--- config.mk ---
export PLATFORM = sky130hd
export DESIGN_NAME = ascii_dec_feeder_flat
export DESIGN_NICKNAME = d
export VERILOG_FILES = /design/src/rtl/ascii_dec_feeder_if.sv /design/src/rtl/ascii_dec_feeder.sv /design/src/flat_wrapper.sv
export SDC_FILE = /design/constraint.sdc
export NUM_CORES = 1
export LEC_CHECK = 0
export BUFFER_PORTS_ARGS = -buffer_cell sky130_fd_sc_hd__buf_2
export CAP_MARGIN = 30
export CORE_MARGIN = 4
export CORE_UTILIZATION = 25
export DETAILED_ROUTE_END_ITERATION = 12
export SETUP_SLACK_MARGIN = 0.15
export SYNTH_ARGS = -nofsm -noshare
export SYNTH_HDL_FRONTEND = slang
export SYNTH_SLANG_ARGS = --single-unit
export TNS_END_PERCENT = 10
--- constraint.sdc ---
create_clock -name clk -period 2.3 [get_ports clk]
set_input_delay 0.115 -clock clk [delete_from_list [all_inputs] [get_ports clk]]
set_output_delay 0.115 -clock clk [all_outputs]
set_load 0.02 [all_outputs]
--- src/rtl/ascii_dec_feeder_if.sv ---
// Character-in / burst-out bundle between a character producer and ascii_dec_feeder.
// master = producer side (drives i_valid/i_data), slave = the feeder.
interface ascii_dec_feeder_if;
    logic       i_valid;
    logic [7:0] i_data;
    logic       o_ready;
    logic       oRD;
    logic [3:0] DEC;
    logic       oCLEAN;
    logic       o_err;

    modport master (
        output i_valid, i_data,
        input  o_ready, oRD, DEC, oCLEAN, o_err
    );

    modport slave (
        input  i_valid, i_data,
        output o_ready, oRD, DEC, oCLEAN, o_err
    );
endinterface

--- src/rtl/ascii_dec_feeder.sv ---
// Purpose: ASCII -> 4-bit display codes, three-entry buffer, 3-cycle oRD burst, clean request, error pulse.
// Latency: oRD in the cycle after the 3rd code is accepted, DEC trails oRD by one cycle; o_err one cycle after acceptance.
// Backpressure: o_ready only in COLLECT; held characters wait. Optional idle auto-flush under `DEC_AUTOFLUSH_EN.
module ascii_dec_feeder #(
    parameter int CLEAN_HOLD    = 16,
    parameter int FLUSH_TIMEOUT = 1000000
) (
    input  logic              clk,
    input  logic              rst,
    ascii_dec_feeder_if.slave bus
);
    typedef enum logic [1:0] {COLLECT, SEND, TAIL, CLEAN} state_t;

    localparam int CW = (CLEAN_HOLD > 1) ? $clog2(CLEAN_HOLD) : 1;

    if (CLEAN_HOLD < 1 || FLUSH_TIMEOUT < 1) begin : g_bad_param
        $error("ascii_dec_feeder: CLEAN_HOLD and FLUSH_TIMEOUT must be positive");
    end

    state_t        state, state_nxt;
    logic [1:0]    fill, fill_nxt;
    logic [1:0]    phase, phase_nxt;
    logic [CW-1:0] clean_cnt, clean_nxt;
    logic [3:0]    d     [3];
    logic [3:0]    d_nxt [3];
    logic          err_nxt;

    logic          rd_q, clean_q, err_q;
    logic [3:0]    dec_q;

    logic accept, is_digit, is_space, is_cr, is_clean, flush;

    assign accept   = bus.i_valid && (state == COLLECT);
    assign is_digit = (bus.i_data >= 8'h30) && (bus.i_data <= 8'h39);
    assign is_space = (bus.i_data == 8'h20);
    assign is_cr    = (bus.i_data == 8'h0D);
    assign is_clean = (bus.i_data == 8'h43) || (bus.i_data == 8'h63);

`ifdef DEC_AUTOFLUSH_EN
    localparam int FW = $clog2(FLUSH_TIMEOUT + 1);
    logic [FW-1:0] idle_cnt;

    // Only a partially filled buffer sitting idle in COLLECT ages toward a flush.
    assign flush = (state == COLLECT) && (fill != 2'd0) && !accept
                   && (idle_cnt == FW'(FLUSH_TIMEOUT));

    always_ff @(posedge clk or posedge rst) begin
        if (rst) begin
            idle_cnt <= '0;
        end else if (state != COLLECT || fill == 2'd0 || accept || flush) begin
            idle_cnt <= '0;
        end else begin
            idle_cnt <= idle_cnt + 1'b1;
        end
    end
`else
    assign flush = 1'b0;
`endif

    always_ff @(posedge clk or posedge rst) begin
        if (rst) begin
            state <= COLLECT;
        end else begin
            state <= state_nxt;
        end
    end

    always_comb begin
        state_nxt = state;
        fill_nxt  = fill;
        phase_nxt = phase;
        clean_nxt = clean_cnt;
        d_nxt     = d;
        err_nxt   = 1'b0;
        case (state)
            COLLECT: begin
                if (accept && (is_digit || is_space)) begin
                    for (int i = 0; i < 3; i++) begin
                        if (fill == 2'(i)) d_nxt[i] = is_space ? 4'hF : bus.i_data[3:0];
                    end
                    fill_nxt = fill + 2'd1;
                    if (fill == 2'd2) begin
                        state_nxt = SEND;
                        phase_nxt = 2'd0;
                    end
                end else if ((accept && is_cr) || flush) begin
                    // A terminator on an empty buffer is simply swallowed.
                    if (fill != 2'd0) begin
                        for (int i = 0; i < 3; i++) begin
                            if (2'(i) >= fill) d_nxt[i] = 4'hF;
                        end
                        state_nxt = SEND;
                        phase_nxt = 2'd0;
                    end
                end else if (accept && is_clean) begin
                    fill_nxt  = 2'd0;
                    d_nxt     = '{default: 4'hF};
                    clean_nxt = '0;
                    state_nxt = CLEAN;
                end else if (accept) begin
                    err_nxt = 1'b1;
                end
            end
            SEND: begin
                if (phase == 2'd2) state_nxt = TAIL;
                else               phase_nxt = phase + 2'd1;
            end
            TAIL: begin
                fill_nxt  = 2'd0;
                state_nxt = COLLECT;
            end
            CLEAN: begin
                if (clean_cnt == CW'(CLEAN_HOLD - 1)) state_nxt = COLLECT;
                else                                  clean_nxt = clean_cnt + 1'b1;
            end
            default: state_nxt = COLLECT;
        endcase
    end

    always_ff @(posedge clk or posedge rst) begin
        if (rst) begin
            fill      <= 2'd0;
            phase     <= 2'd0;
            clean_cnt <= '0;
            d         <= '{default: 4'hF};
            rd_q      <= 1'b0;
            clean_q   <= 1'b0;
            err_q     <= 1'b0;
            dec_q     <= 4'hF;
        end else begin
            fill      <= fill_nxt;
            phase     <= phase_nxt;
            clean_cnt <= clean_nxt;
            d         <= d_nxt;
            rd_q      <= (state_nxt == SEND);
            clean_q   <= (state_nxt == CLEAN);
            err_q     <= err_nxt;
            // DEC trails the strobe: d0 shows in S1, d1 in S2, d2 in TAIL.
            if (state == SEND) begin
                case (phase)
                    2'd0:    dec_q <= d[0];
                    2'd1:    dec_q <= d[1];
                    default: dec_q <= d[2];
                endcase
            end
        end
    end

    assign bus.o_ready = (state == COLLECT);
    assign bus.oRD     = rd_q;
    assign bus.DEC     = dec_q;
    assign bus.oCLEAN  = clean_q;
    assign bus.o_err   = err_q;
endmodule

--- src/flat_wrapper.sv ---
// flat-port wrapper written by rule: the top's interface ports become plain ports
module ascii_dec_feeder_flat 
#(
    parameter int CLEAN_HOLD    = 16,
    parameter int FLUSH_TIMEOUT = 1000000
)
  (clk, rst, bus_i_valid, bus_i_data, bus_o_ready, bus_oRD, bus_DEC, bus_oCLEAN, bus_o_err);
  ascii_dec_feeder_if bus_i ();
  input  logic clk;
  input  logic rst;
  input wire logic [$bits(bus_i.i_valid)-1:0] bus_i_valid;
  input wire logic [$bits(bus_i.i_data)-1:0] bus_i_data;
  output wire logic [$bits(bus_i.o_ready)-1:0] bus_o_ready;
  output wire logic [$bits(bus_i.oRD)-1:0] bus_oRD;
  output wire logic [$bits(bus_i.DEC)-1:0] bus_DEC;
  output wire logic [$bits(bus_i.oCLEAN)-1:0] bus_oCLEAN;
  output wire logic [$bits(bus_i.o_err)-1:0] bus_o_err;
  assign bus_i.i_valid = bus_i_valid;
  assign bus_i.i_data = bus_i_data;
  assign bus_o_ready = bus_i.o_ready;
  assign bus_oRD = bus_i.oRD;
  assign bus_DEC = bus_i.DEC;
  assign bus_oCLEAN = bus_i.oCLEAN;
  assign bus_o_err = bus_i.o_err;
  ascii_dec_feeder #(.CLEAN_HOLD(CLEAN_HOLD), .FLUSH_TIMEOUT(FLUSH_TIMEOUT)) u_core (.clk(clk), .rst(rst), .bus(bus_i));
endmodule
==> out/metrics.cfg <==
[synthesis]
synth_area_leader_cell = sky130_fd_sc_hd__dfstp_2
yosys_warnings = 0
synthAdderAreaFrac_pct = 8.214
yosys-top-cells-area = sky130_fd_sc_hd__dfstp_2 23%, sky130_fd_sc_hd__dfrtp_1 18%, sky130_fd_sc_hd__ha_1 8.2%
post_synth.cell_area_avg_um2 = 11.35
synthArstFlopShare_pct = 100.0
ys_seq_area_share_pct = 40.79
synth_compound_gate_area_share_pct = 19.71
simple_gate_share_of_the_synthesized_area_pct = 19.30
postSynthCellCount = 161
synthesis.area_um2 = 1828
ys_types = 51
postSynthRegisterBits = 29
post_synth_mux_area_share_pct = 8.282
xor_xnor_fraction_of_synth_area_pct = 0
synthesis.nets = 184
combinational_family_with_the_most_area_after_synthesis = compound AO/OA/AOI/OAI gates
yosys_most_used_dff = sky130_fd_sc_hd__dfstp_2
number_of_enable_flip_flop_cells_after_synthesis = 0
area_fraction_of_the_dominant_cell_type_after_synthesis_pct = 23.00

[power_and_ir_drop]
p_clk_share_pct = 17.9
p_sw_share_pct = 38.33
cell_internal_pwr_mw = 1.442
switchingPower_mw = 0.8962
share_comb_of_total_power_pct = 42.5
power.sequential.fraction_pct = 39.7
total_leakage_power_nw = 0.8716
peakVddDrop_mv = 0.3300
p_per_area_nw_per_um2 = 1096

[final_layout]
num-nets-final = 209
drive_above_1_share_pct = 42.25
layout.cells.most_common_list = 18 x sky130_fd_sc_hd__buf_2, 16 x sky130_fd_sc_hd__dfstp_2, 14 x sky130_fd_sc_hd__inv_1, 14 x sky130_fd_sc_hd__nand2_1, 13 x sky130_fd_sc_hd__dfrtp_1
antenna_cells = 0
num-fill-cells = 718
syn2layout_area_growth_pct = 16.70
mostFrequentLayoutCell = sky130_fd_sc_hd__buf_2

[floorplan]
initial_cell_density_of_the_core_pct = 26.32
io-pin-count = 19
die_area_um2 = 8744
placeableCoreArea_um2 = 6944
number_of_rows_created_at_floorplan = 30
fp.dieH_um = 93.51
die_width_um = 93.51

[sta]
grt_setup_unrepaired = false
max_freq_ghz = 0.5030
report.final.hold_viol_count = 0
finalCriticalPeriod_ns = 1.988
finalSetupViolations = 0
final.setup.tns_ns = 0
finalWorstSetupSlack_ns = 0.3121
final.setup_skew_ns = 0.009224
final_max_slew_viol_count = 0
slew_at_the_pin_closest_to_its_max_slew_limit_ns = 0.4938
rel_slew_slack_pct = 67.08
fin_crit_sh_pct = 86.43

[route]
postRouteWirelength_um = 3742
initialDrtViolationCount = 65
post-route-drc-count = 0
avgRoutedWirePerCell_um = 13.22
route.vias.total = 1295
via_density_per_instance = 4.576
detail-route-antenna-nets = 0
drt_pass1_iterations = 4

[global_routing]
via_count_of_the_first_global_routing_pass = 1333
grt_antenna_before_repair = 0
grt_remaining_overflow = 0
first_pass_grt_wire_length_um = 6679
largest_net_degree_at_the_start_of_global_routing = 30
groute.usage.overall_pct = 9.755

[cts]
cts_setup_buffers = 0
numCtsBuffers = 5
cts.sinks = 29
htree_num_levels = 2
clkSlewWorstSetupHoldPaths_ns = 0.07
worstSkewPairLatency_ns = 0.29
cts_tree = yes
cts-root-buf = sky130_fd_sc_hd__clkbuf_8
cts_max_path_buffers = 2

[run]
maxCapViolations = 0

[place]
port_buffers = 18
globalplace.congestion = 0.7876
place_worst_setup_slack_ns = 0.3040
place_hpwl_um = 2869

[setup_path]
worstSetupPathType = reg2reg
slowest_delay_ns = 0.42
worstPathArrival_ns = 2.20
master_of_the_slowest_instance_on_the_critical_path = sky130_fd_sc_hd__nor3b_2
critical_path_peak_fanout = 9
critPathRequiredTime_ns = 2.51
startpoint_type = register
cp-end-kind = register
worstPathCellList = inv_1 -> ha_1 -> nand2_2 -> nor3b_2 -> nor3_4 -> a21oi_4 -> mux2_4

[run_status]
outcome = complete, no violations

[hold_path]
hold_class = in2reg

==> Yosys cell counts (2+ instances only) <==
library cell and number:
sky130_fd_sc_hd__nor2_1 6, sky130_fd_sc_hd__nand2b_1 2, sky130_fd_sc_hd__o221ai_1 3, sky130_fd_sc_hd__o21ai_0 4, sky130_fd_sc_hd__a22o_1 2, sky130_fd_sc_hd__nor4b_2 2, sky130_fd_sc_hd__a21oi_4 2, sky130_fd_sc_hd__inv_1 14
sky130_fd_sc_hd__a31oi_1 5, sky130_fd_sc_hd__mux2i_1 2, sky130_fd_sc_hd__ha_1 12, sky130_fd_sc_hd__dfstp_2 16, sky130_fd_sc_hd__a22oi_1 4, sky130_fd_sc_hd__o22a_1 4, sky130_fd_sc_hd__dfrtp_1 13, sky130_fd_sc_hd__a21oi_2 2
sky130_fd_sc_hd__clkbuf_1 2, sky130_fd_sc_hd__nand3_1 2, sky130_fd_sc_hd__nand2_1 14, sky130_fd_sc_hd__mux2_4 8, sky130_fd_sc_hd__o22ai_2 3, sky130_fd_sc_hd__or2_4 2, sky130_fd_sc_hd__nor3b_1 2, sky130_fd_sc_hd__a21oi_1 6
sky130_fd_sc_hd__nand4_1 3
==> critical path: cells and delay by family (launching register included) <==
family | cells | cell delay (ns)
multiplexers | 1 | 0.32
AND/OR/NAND/NOR | 3 | 0.67
flip-flops | 1 | 0.41
AO/OA/AOI/OAI | 1 | 0.22
adder cells (fa/ha/maj) | 1 | 0.19
buffers and inverters | 1 | 0.11
==> layer usage <==
metal	GRT usage (%)	up-vias	routed length, um
li1	-	641	-
met1	13.28	622	1916
met2	14.71	28	1629
met3	2.816	4	151
met4	3.297	0	44
met5	0	-	0
==> flip-flops by register name, summed over array words and instances, names as in the netlist <==
name and count:
u_core.d 12, u_core.bus.DEC 4, u_core.clean_cnt 4, u_core.fill 2
u_core.phase 2, u_core.state 2, u_core.bus.oCLEAN 1, u_core.bus.oRD 1
u_core.bus.o_err 1
==> cells by family after synthesis <==
kind of cell / after synthesis
AOI/OAI and AO/OA: 43
adders and majority gates: 12
buffers and inverters: 17
DFF: 29
muxes: 11
and+or+nand+nor: 49
==> stage by stage <==
stage / hold WS [ns] / std cells / util (%) / cell area, um^2 / power (mW)
final: 0.2780 / 283 / 30.72 / 2133 / 2.338
after CTS: 0.2780 / 283 / 30.72 / 2133 / 2.370
after global routing: 0.2990 / 283 / 30.72 / 2133 / 2.538
after global placement: 0.2144 / 274 / 29.35 / 2038 / 1.916
after floorplan: 0.1813 / 161 / - / 1828 / 1.686
after detailed placement: 0.2130 / 274 / 29.35 / 2038 / 1.937
==> power by group through the flow <==
stage / registers (mW) / clock network (mW) / logic [mW]
floorplan: 0.971 / 0 / 0.714
global placement: 0.931 / 0 / 0.985
detailed placement: 0.938 / 0 / 0.999
CTS: 0.929 / 0.433 / 1.01
global route: 0.955 / 0.454 / 1.13
finish: 0.928 / 0.418 / 0.993
==> final timing paths <==
path	depth (start not counted)	startpoint	end	slack, ns
worst max register to register	7	u_core.state[1]	u_core.d[6]	0.31
worst min-delay path	4	bus_i_data[4]	u_core.bus.o_err	0.28
max in group asynchronous	4	rst	u_core.d[11]	1.55
worst max-delay path	7	u_core.state[1]	u_core.d[6]	0.31
min in group asynchronous	4	rst	u_core.bus.oRD	0.45
worst min register to register	2	u_core.d[2]	u_core.bus.DEC[2]	0.49
==> final cells by class <==
type / count / area [um^2] / area share, %
Tap cell: 96 / 120.1 / 5.630
Clock inverter: 3 / 16.27 / 0.7625
Sequential cell: 29 / 745.7 / 34.96
Inverter: 14 / 52.55 / 2.463
Multi-Input combinational cell: 115 / 1015 / 47.57
Timing Repair Buffer: 21 / 115.1 / 5.396
Clock buffer: 5 / 68.82 / 3.226
==> repair_timing <==
action,CTS,global route
gates resized for setup,0,0
hold buffers,1,0
endpoints found under the hold margin,13,0
(Power assumes the default switching activity.)
